`config.mk`:
```
export PLATFORM = sky130hd
export DESIGN_NAME = tx_link_train_seq
export DESIGN_NICKNAME = d
export VERILOG_FILES = /design/src/rtl/tx_train_pkg.sv /design/src/rtl/prbs7_par8.sv /design/src/rtl/tx_link_train_seq.sv
export SDC_FILE = /design/constraint.sdc
export NUM_CORES = 1
export LEC_CHECK = 0
export CAP_MARGIN = 20
export CELL_PAD_IN_SITES_DETAIL_PLACEMENT = 2
export CELL_PAD_IN_SITES_GLOBAL_PLACEMENT = 2
export CORE_MARGIN = 8
export CORE_UTILIZATION = 38
export CTS_BUF_LIST = sky130_fd_sc_hd__clkbuf_2 sky130_fd_sc_hd__clkbuf_4 sky130_fd_sc_hd__clkbuf_8
export DETAILED_ROUTE_END_ITERATION = 12
export HOLD_SLACK_MARGIN = 0.15
export PLACE_DENSITY = 0.87
export SLEW_MARGIN = 0
export SYNTH_ARGS = -nofsm -noshare
export SYNTH_HDL_FRONTEND = slang
export SYNTH_HIERARCHICAL = 1
export SYNTH_SLANG_ARGS = --single-unit
```
`constraint.sdc`:
```
create_clock -name SCLK -period 8.5 [get_ports SCLK]
set_clock_uncertainty 0.1 [all_clocks]
set_input_delay 1.7 -clock SCLK [delete_from_list [all_inputs] [get_ports SCLK]]
set_output_delay 1.7 -clock SCLK [all_outputs]
set_load 0.01 [all_outputs]
```
`src/rtl/tx_train_pkg.sv`:
```
// rtl/tx_train_pkg.sv - shared types and PRBS7 helpers for the TX link training sequencer
// Purpose: state encoding, PRBS7 seed/taps and an 8-bit-per-cycle PRBS7 step function
//          shared by the sequencer and its parallel PRBS generator.
// Ports:   none (package).
package tx_train_pkg;

   typedef enum logic [2:0] {
      ST_IDLE      = 3'd0,
      ST_WAIT_LOCK = 3'd1,
      ST_TRAIN     = 3'd2,
      ST_PRBS      = 3'd3,
      ST_LINK      = 3'd4,
      ST_ERROR     = 3'd5
   } train_state_e;

   // x^7 + x^6 + 1: feedback taps are LFSR bits 6 and 5
   localparam logic [6:0] PRBS7_SEED  = 7'h7F;
   localparam int         PRBS7_TAP_A = 6;
   localparam int         PRBS7_TAP_B = 5;

   typedef struct packed {
      logic [7:0] word;
      logic [6:0] next;
   } prbs7_step_t;

   // Advances the LFSR by eight bits; the first generated bit lands in word[7]
   // because bit 7 is serialized first.
   function automatic prbs7_step_t prbs7_step8(input logic [6:0] state);
      prbs7_step_t res;
      logic [6:0]  st;
      logic        fb;
      st = state;
      res.word = 8'h00;
      for (int i = 0; i < 8; i++) begin
         fb = st[PRBS7_TAP_A] ^ st[PRBS7_TAP_B];
         res.word[7-i] = fb;
         st = {st[5:0], fb};
      end
      res.next = st;
      return res;
   endfunction

endpackage

```
`src/rtl/prbs7_par8.sv`:
```
// rtl/prbs7_par8.sv - PRBS7 generator producing 8 bits per cycle
// Purpose: 7-bit LFSR (x^7+x^6+1, seed 7'h7F) with an 8-bit parallel word, MSB first.
// Ports:   SCLK      - clock
//          RESETN    - asynchronous active-low reset (LFSR returns to seed)
//          load      - reseed; prbs_word shows the first word from the seed this cycle
//          en        - advance the LFSR by 8 bits
//          prbs_word - next 8 PRBS bits (combinational from the current LFSR state)
module prbs7_par8
   import tx_train_pkg::*;
(
   input  logic       SCLK,
   input  logic       RESETN,
   input  logic       load,
   input  logic       en,
   output logic [7:0] prbs_word
);

   logic [6:0]  lfsr_q;
   logic [6:0]  lfsr_d;
   prbs7_step_t step;

   // On load the word is generated from the seed directly so the caller can
   // register it in the same cycle it decides to start a burst.
   always_comb begin
      step      = prbs7_step8(load ? PRBS7_SEED : lfsr_q);
      prbs_word = step.word;
      lfsr_d    = lfsr_q;
      if (load || en) begin
         lfsr_d = step.next;
      end
   end

   always_ff @(posedge SCLK or negedge RESETN) begin
      if (!RESETN) begin
         lfsr_q <= PRBS7_SEED;
      end else begin
         lfsr_q <= lfsr_d;
      end
   end

endmodule

```
`src/rtl/tx_link_train_seq.sv`:
```
// rtl/tx_link_train_seq.sv - transmit-side link training sequencer
// Purpose: drives the TX IOD parallel word through training pattern, PRBS7 qualification
//          burst and user data; retrains on alignment loss, parks in WAIT_LOCK on PLL loss.
// Ports:   SCLK, RESETN (async active-low)     - clock / reset
//          PLL_LOCK, TRAIN_START                - lock status, restart-training pulse
//          RX_ALGN_DONE, RX_PRBS_ERR            - far-end status, asynchronous
//          USR_DATA/USR_VALID/USR_READY         - user payload handshake (LINK only)
//          TXD_DATA                             - registered parallel word to the serializer
//          TRAIN_STATE, LINK_UP, TRAIN_ERR      - status
//          PRBS_ERR_CNT                         - saturating error count of the last burst
module tx_link_train_seq
   import tx_train_pkg::*;
#(
   parameter logic [7:0] TRAIN_PAT     = 8'h55,
   parameter logic [7:0] IDLE_WORD     = 8'h00,
   parameter int         MIN_TRAIN_CYC = 1024,
   parameter int         TIMEOUT_CYC   = 65536,
   parameter int         PRBS_CYC      = 4096,
   parameter int         SYNC_STAGES   = 2
) (
   input  logic        SCLK,
   input  logic        RESETN,
   input  logic        PLL_LOCK,
   input  logic        TRAIN_START,
   input  logic        RX_ALGN_DONE,
   input  logic        RX_PRBS_ERR,
   input  logic [7:0]  USR_DATA,
   input  logic        USR_VALID,
   output logic        USR_READY,
   output logic [7:0]  TXD_DATA,
   output logic [2:0]  TRAIN_STATE,
   output logic        LINK_UP,
   output logic        TRAIN_ERR,
   output logic [15:0] PRBS_ERR_CNT
);

   localparam int CNT_MAX = (TIMEOUT_CYC > PRBS_CYC) ? TIMEOUT_CYC : PRBS_CYC;
   localparam int CNT_W   = $clog2(CNT_MAX + 1);

   train_state_e           state_q, state_d;
   logic [CNT_W-1:0]       cnt_q, cnt_d;
   logic [15:0]            err_cnt_q, err_cnt_d, err_inc;
   logic [SYNC_STAGES-1:0] algn_sync_q, algn_sync_d;
   logic [SYNC_STAGES-1:0] err_sync_q, err_sync_d;
   logic [7:0]             txd_q, txd_d;
   logic                   usr_ready_q, usr_ready_d;
   logic                   link_up_q, link_up_d;
   logic                   train_err_q, train_err_d;
   logic                   done_s, err_s;
   logic                   prbs_load, prbs_en;
   logic [7:0]             prbs_word;

   // Synchronizer chains for the far-end status lines
   always_comb begin
      algn_sync_d = {algn_sync_q[SYNC_STAGES-2:0], RX_ALGN_DONE};
      err_sync_d  = {err_sync_q[SYNC_STAGES-2:0], RX_PRBS_ERR};
   end

   assign done_s = algn_sync_q[SYNC_STAGES-1];
   assign err_s  = err_sync_q[SYNC_STAGES-1];

   // State register
   always_ff @(posedge SCLK or negedge RESETN) begin
      if (!RESETN) begin
         state_q <= ST_WAIT_LOCK;
      end else begin
         state_q <= state_d;
      end
   end

   // Next-state logic; the end-of-burst decision uses the count including this
   // cycle's error so a last-cycle error still fails qualification.
   always_comb begin
      state_d = state_q;
      err_inc = err_cnt_q;
      if (state_q == ST_PRBS && err_s && err_cnt_q != 16'hFFFF) begin
         err_inc = err_cnt_q + 16'd1;
      end
      if (!PLL_LOCK) begin
         state_d = ST_WAIT_LOCK;
      end else if (TRAIN_START) begin
         state_d = ST_TRAIN;
      end else begin
         case (state_q)
            ST_WAIT_LOCK: state_d = ST_TRAIN;
            ST_TRAIN: begin
               if (cnt_q >= CNT_W'(MIN_TRAIN_CYC - 1) && done_s) begin
                  state_d = ST_PRBS;
               end else if (cnt_q == CNT_W'(TIMEOUT_CYC - 1)) begin
                  state_d = ST_ERROR;
               end
            end
            ST_PRBS: begin
               if (!done_s) begin
                  state_d = ST_TRAIN;
               end else if (cnt_q == CNT_W'(PRBS_CYC - 1)) begin
                  state_d = (err_inc == 16'd0) ? ST_LINK : ST_ERROR;
               end
            end
            ST_LINK: begin
               if (!done_s) begin
                  state_d = ST_TRAIN;
               end
            end
            ST_ERROR: state_d = ST_ERROR;
            default:  state_d = ST_WAIT_LOCK;
         endcase
      end
   end

   // Cycle counter runs only while staying in TRAIN or PRBS; any transition
   // (including a TRAIN -> TRAIN restart) clears it.
   always_comb begin
      cnt_d = '0;
      if (state_d == state_q && !TRAIN_START &&
          (state_q == ST_TRAIN || state_q == ST_PRBS)) begin
         cnt_d = cnt_q + CNT_W'(1);
      end
      prbs_load = (state_q != ST_PRBS) && (state_d == ST_PRBS);
      prbs_en   = (state_q == ST_PRBS) && (state_d == ST_PRBS);
      err_cnt_d = prbs_load ? 16'd0 : err_inc;
   end

   // Output logic, registered from the next state so the word and flags change
   // together with TRAIN_STATE. A user word is consumed only while READY was shown.
   always_comb begin
      txd_d       = 8'h00;
      usr_ready_d = 1'b0;
      link_up_d   = 1'b0;
      train_err_d = 1'b0;
      case (state_d)
         ST_TRAIN: txd_d = TRAIN_PAT;
         ST_PRBS:  txd_d = prbs_word;
         ST_LINK: begin
            usr_ready_d = 1'b1;
            link_up_d   = 1'b1;
            txd_d       = (usr_ready_q && USR_VALID) ? USR_DATA : IDLE_WORD;
         end
         ST_ERROR: begin
            txd_d       = TRAIN_PAT;
            train_err_d = 1'b1;
         end
         default: txd_d = 8'h00;
      endcase
   end

   always_ff @(posedge SCLK or negedge RESETN) begin
      if (!RESETN) begin
         cnt_q       <= '0;
         err_cnt_q   <= 16'd0;
         algn_sync_q <= '0;
         err_sync_q  <= '0;
         txd_q       <= 8'h00;
         usr_ready_q <= 1'b0;
         link_up_q   <= 1'b0;
         train_err_q <= 1'b0;
      end else begin
         cnt_q       <= cnt_d;
         err_cnt_q   <= err_cnt_d;
         algn_sync_q <= algn_sync_d;
         err_sync_q  <= err_sync_d;
         txd_q       <= txd_d;
         usr_ready_q <= usr_ready_d;
         link_up_q   <= link_up_d;
         train_err_q <= train_err_d;
      end
   end

   prbs7_par8 u_prbs (
      .SCLK      (SCLK),
      .RESETN    (RESETN),
      .load      (prbs_load),
      .en        (prbs_en),
      .prbs_word (prbs_word)
   );

   assign TXD_DATA     = txd_q;
   assign USR_READY    = usr_ready_q;
   assign LINK_UP      = link_up_q;
   assign TRAIN_ERR    = train_err_q;
   assign TRAIN_STATE  = state_q;
   assign PRBS_ERR_CNT = err_cnt_q;

endmodule
```
==> flow_summary.json <==
{
  "status": "finished, final reports clean",
  "h-tree-depth": 3,
  "dr.pass1.iters": 4,
  "place_congestion": 0.782,
  "die_area_sq_um": 12300,
  "intPower_uw": 595,
  "synth_flop_cell": "dfrtp_1",
  "final_max_slew_viol_count": 0,
  "max_slew.worst_pin.slew_ns": 0.807,
  "finalPower_uw": 927,
  "crit_type": "primary input to register",
  "p_leak_nw": 1.66,
  "antenna_left": 0,
  "synthTopCellsByCount": "nor2_1, dfrtp_1, xnor2_1",
  "top_layer": "met4",
  "min_period_ns": 4.10,
  "root_buffer": "clkbuf_8",
  "regToRegStartpoint": "TRAIN_STATE[2]",
  "crit_required_ns": 8.61,
  "place_hpwl_microns": 7480,
  "drt_iter0_drc": 131,
  "clk_pin_slew_ns": 0.07,
  "ir_drop_v": 0.0000919,
  "reg2regPathDepth": 12,
  "yosysMostFrequentCell": "nor2_1",
  "fmax_ghz": 0.244,
  "row_count": 34,
  "num_io_pins": 45,
  "worstSetupEndpointType": "register",
  "cts_resized": 0,
  "clk_path_buf_depth": 2,
  "synth_seq_cells": 57,
  "postCtsSetupRepairBufs": 0,
  "yosys.area.top_type": "dfrtp_1",
  "grt_overflow": 0,
  "syn-num-nets": 387,
  "fp.coreArea_sq_um": 8720,
  "cts_made_buffers": 9,
  "grt_first_pass_wirelength_microns": 18300,
  "multi_input_area_sq_um": 1840,
  "synth_area_leaders": "dfrtp_1, nor2_1, xnor2_1, dfstp_2, xor2_1",
  "die-height_microns": 111,
  "fin_nets": 428,
  "syn_avg_cell_area_sq_um": 9.29,
  "yosysTopAreaCellShare_pct": 35.9,
  "wl_per_cell_microns": 20.7,
  "clkPwrFrac_pct": 26.4,
  "hold_depth": 0,
  "final_util_pct": 47.0,
  "fin_setup_tns_ns": 0,
  "vias": 2982,
  "hold_viol_final": 0,
  "crit_chain": "clkdlybuf4s50_1 > inv_1 > nor2_1 > o2111ai_1 > o22a_2 > o21ai_2 > nor2b_2 > buf_4 > nor2_1 > a211oi_1 > o22ai_1",
  "synth_cells": 368,
  "worst_slack_ns": 4.40,
  "cp_slowest_stage_delay_ns": 0.54,
  "fillCellCount": 914,
  "final_area_sq_um": 4100,
  "grt_max_degree": 58,
  "min-delay-start": "algn_sync_q[0]",
  "hold_slack_ns": 0.259,
  "relSlewSlack_pct": 46.0,
  "switching_share_pct": 35.9,
  "crit_top_cell": "nor2_1",
  "worstSetupStartpointType": "primary input",
  "power_density_nw_per_um2": 226,
  "met3WireLength_microns": 396,
  "area_growth_pct": 20.0,
  "ys_types": 62,
  "initial_core_util_pct": 39.2,
  "synth_edf_count": 0,
  "wl_met2_microns": 5450,
  "finalCritPeriodShare_pct": 48.3,
  "cts_sinks": 57,
  "wirelength_microns": 10800,
  "worstPathArrival_ns": 4.21,
  "hold_end": "algn_sync_q[1]",
  "cts_tree": "done",
  "vias_per_cell": 5.71,
  "io_buffers": 44,
  "pwr-share-comb_pct": 31.4,
  "dp.cells": 506,
  "crit_fanout": 30,
  "clkLatencyLatePin_ns": 0.33,
  "rrSetupSlack_ns": 4.85,
  "regArea_sq_um": 1440,
  "seq_power_share_pct": 42.2,
  "critical_path.reg2reg.endpoint": "TXD_DATA[6]",
  "placed_cell_area_sq_um": 3910,
  "drv_cap": 0,
  "antenna_found_initial": 0,
  "cts_hold_buf": 0,
  "fin_cells": 522,
  "p_switching_uw": 333,
  "mappedNetlistArea_sq_um": 3420,
  "grt_pass1_vias": 3373,
  "rsz0062_at_grt": "false",
  "layout-drive-gt1-share_pct": 10.9,
  "setup_violations": 0,
  "critPathSlowestCell": "clkdlybuf4s50_1",
  "yosysSeqAreaShare_pct": 42.0,
  "hold_class": "register to register",
  "yosysWarnings": 6,
  "post-place-ws_ns": 4.14,
  "die_w_microns": 111,
  "route.detailed.drc": 0,
  "postSynth.asyncResetShare_pct": 100,
  "wl_met1_microns": 4830,
  "track_usage_pct": 18.0,
  "antennaDiodeCount": 0
}
[routing by layer]
layer	vias to the layer above	global-route usage, %
li1	1384	-
met5	-	0
met4	0	4.41
met1	1531	22.1
met3	13	4.60
met2	54	30.5
[cell usage in the layout (no fill, tap or decap), types with 7 or more instances in the layout]
cell / n
nand4_1: 7
nand3_1: 19
a31oi_1: 7
clkbuf_8: 12
a211oi_1: 12
dfstp_2: 8
nand2_1: 20
xnor2_1: 27
xor2_1: 11
clkdlybuf4s50_1: 43
dfrtp_1: 49
inv_1: 11
nor3_1: 11
mux2i_1: 8
nor2_1: 71
[power groups by stage]
stage / sequential, mW / combinational, mW / clock (mW)
2_1_floorplan: 0.380 / 0.182 / 0
3_3_place_gp: 0.391 / 0.275 / 0
3_5_place_dp: 0.395 / 0.290 / 0
4_1_cts: 0.391 / 0.296 / 0.251
5_1_grt: 0.400 / 0.320 / 0.262
6_report: 0.391 / 0.292 / 0.245
[logic make-up (layout without fill, tap and decap cells)]
kind of cell | after synthesis | count (layout) | synth area share [%]
muxes | 9 | 9 | 2.67
xor gates and xnor gates | 39 | 39 | 10.4
buffers and inverters | 29 | 75 | 4.25
AOI/OAI and AO/OA | 50 | 50 | 10.5
and+or+nand+nor | 180 | 180 | 28.7
DFF | 57 | 57 | 42.0
adders and majority gates | 4 | 4 | 1.46
[worst max-delay path, delay by kind of cell]
family / cells / cell delay (ns)
compound gates: 5 / 0.98
buf+inv: 3 / 0.98
simple gates: 3 / 0.54
[sequential cells by signal, indices dropped and copies added, names as in the netlist]
name / cells
u_prbs/lfsr_q: 7
LINK_UP: 1
TRAIN_ERR: 1
algn_sync_q: 2
TRAIN_STATE: 3
TXD_DATA: 8
err_sync_q: 2
PRBS_ERR_CNT: 16
cnt_q: 17
[layout make-up]
cell class / count / area share, %
multi-input cells: 282 / 44.8
repair buffers: 47 / 11.2
well taps: 108 / 3.30
flip-flops and latches: 57 / 35.0
clock inverters: 3 / 0.366
clock buffers: 13 / 4.21
inverters: 12 / 1.10
[worst max path at each step]
stage	end	slack (ns)	cells after the start	start
final	TXD_DATA[6]	4.40	11	PLL_LOCK
after global routing	TXD_DATA[0]	4.23	11	PLL_LOCK
after CTS	TXD_DATA[6]	4.41	11	PLL_LOCK
after detailed placement	TXD_DATA[6]	4.14	11	PLL_LOCK
after global placement	TXD_DATA[6]	4.32	11	PLL_LOCK
after floorplan	TXD_DATA[0]	4.78	12	PLL_LOCK
Power figures use the tool's default switching activity.
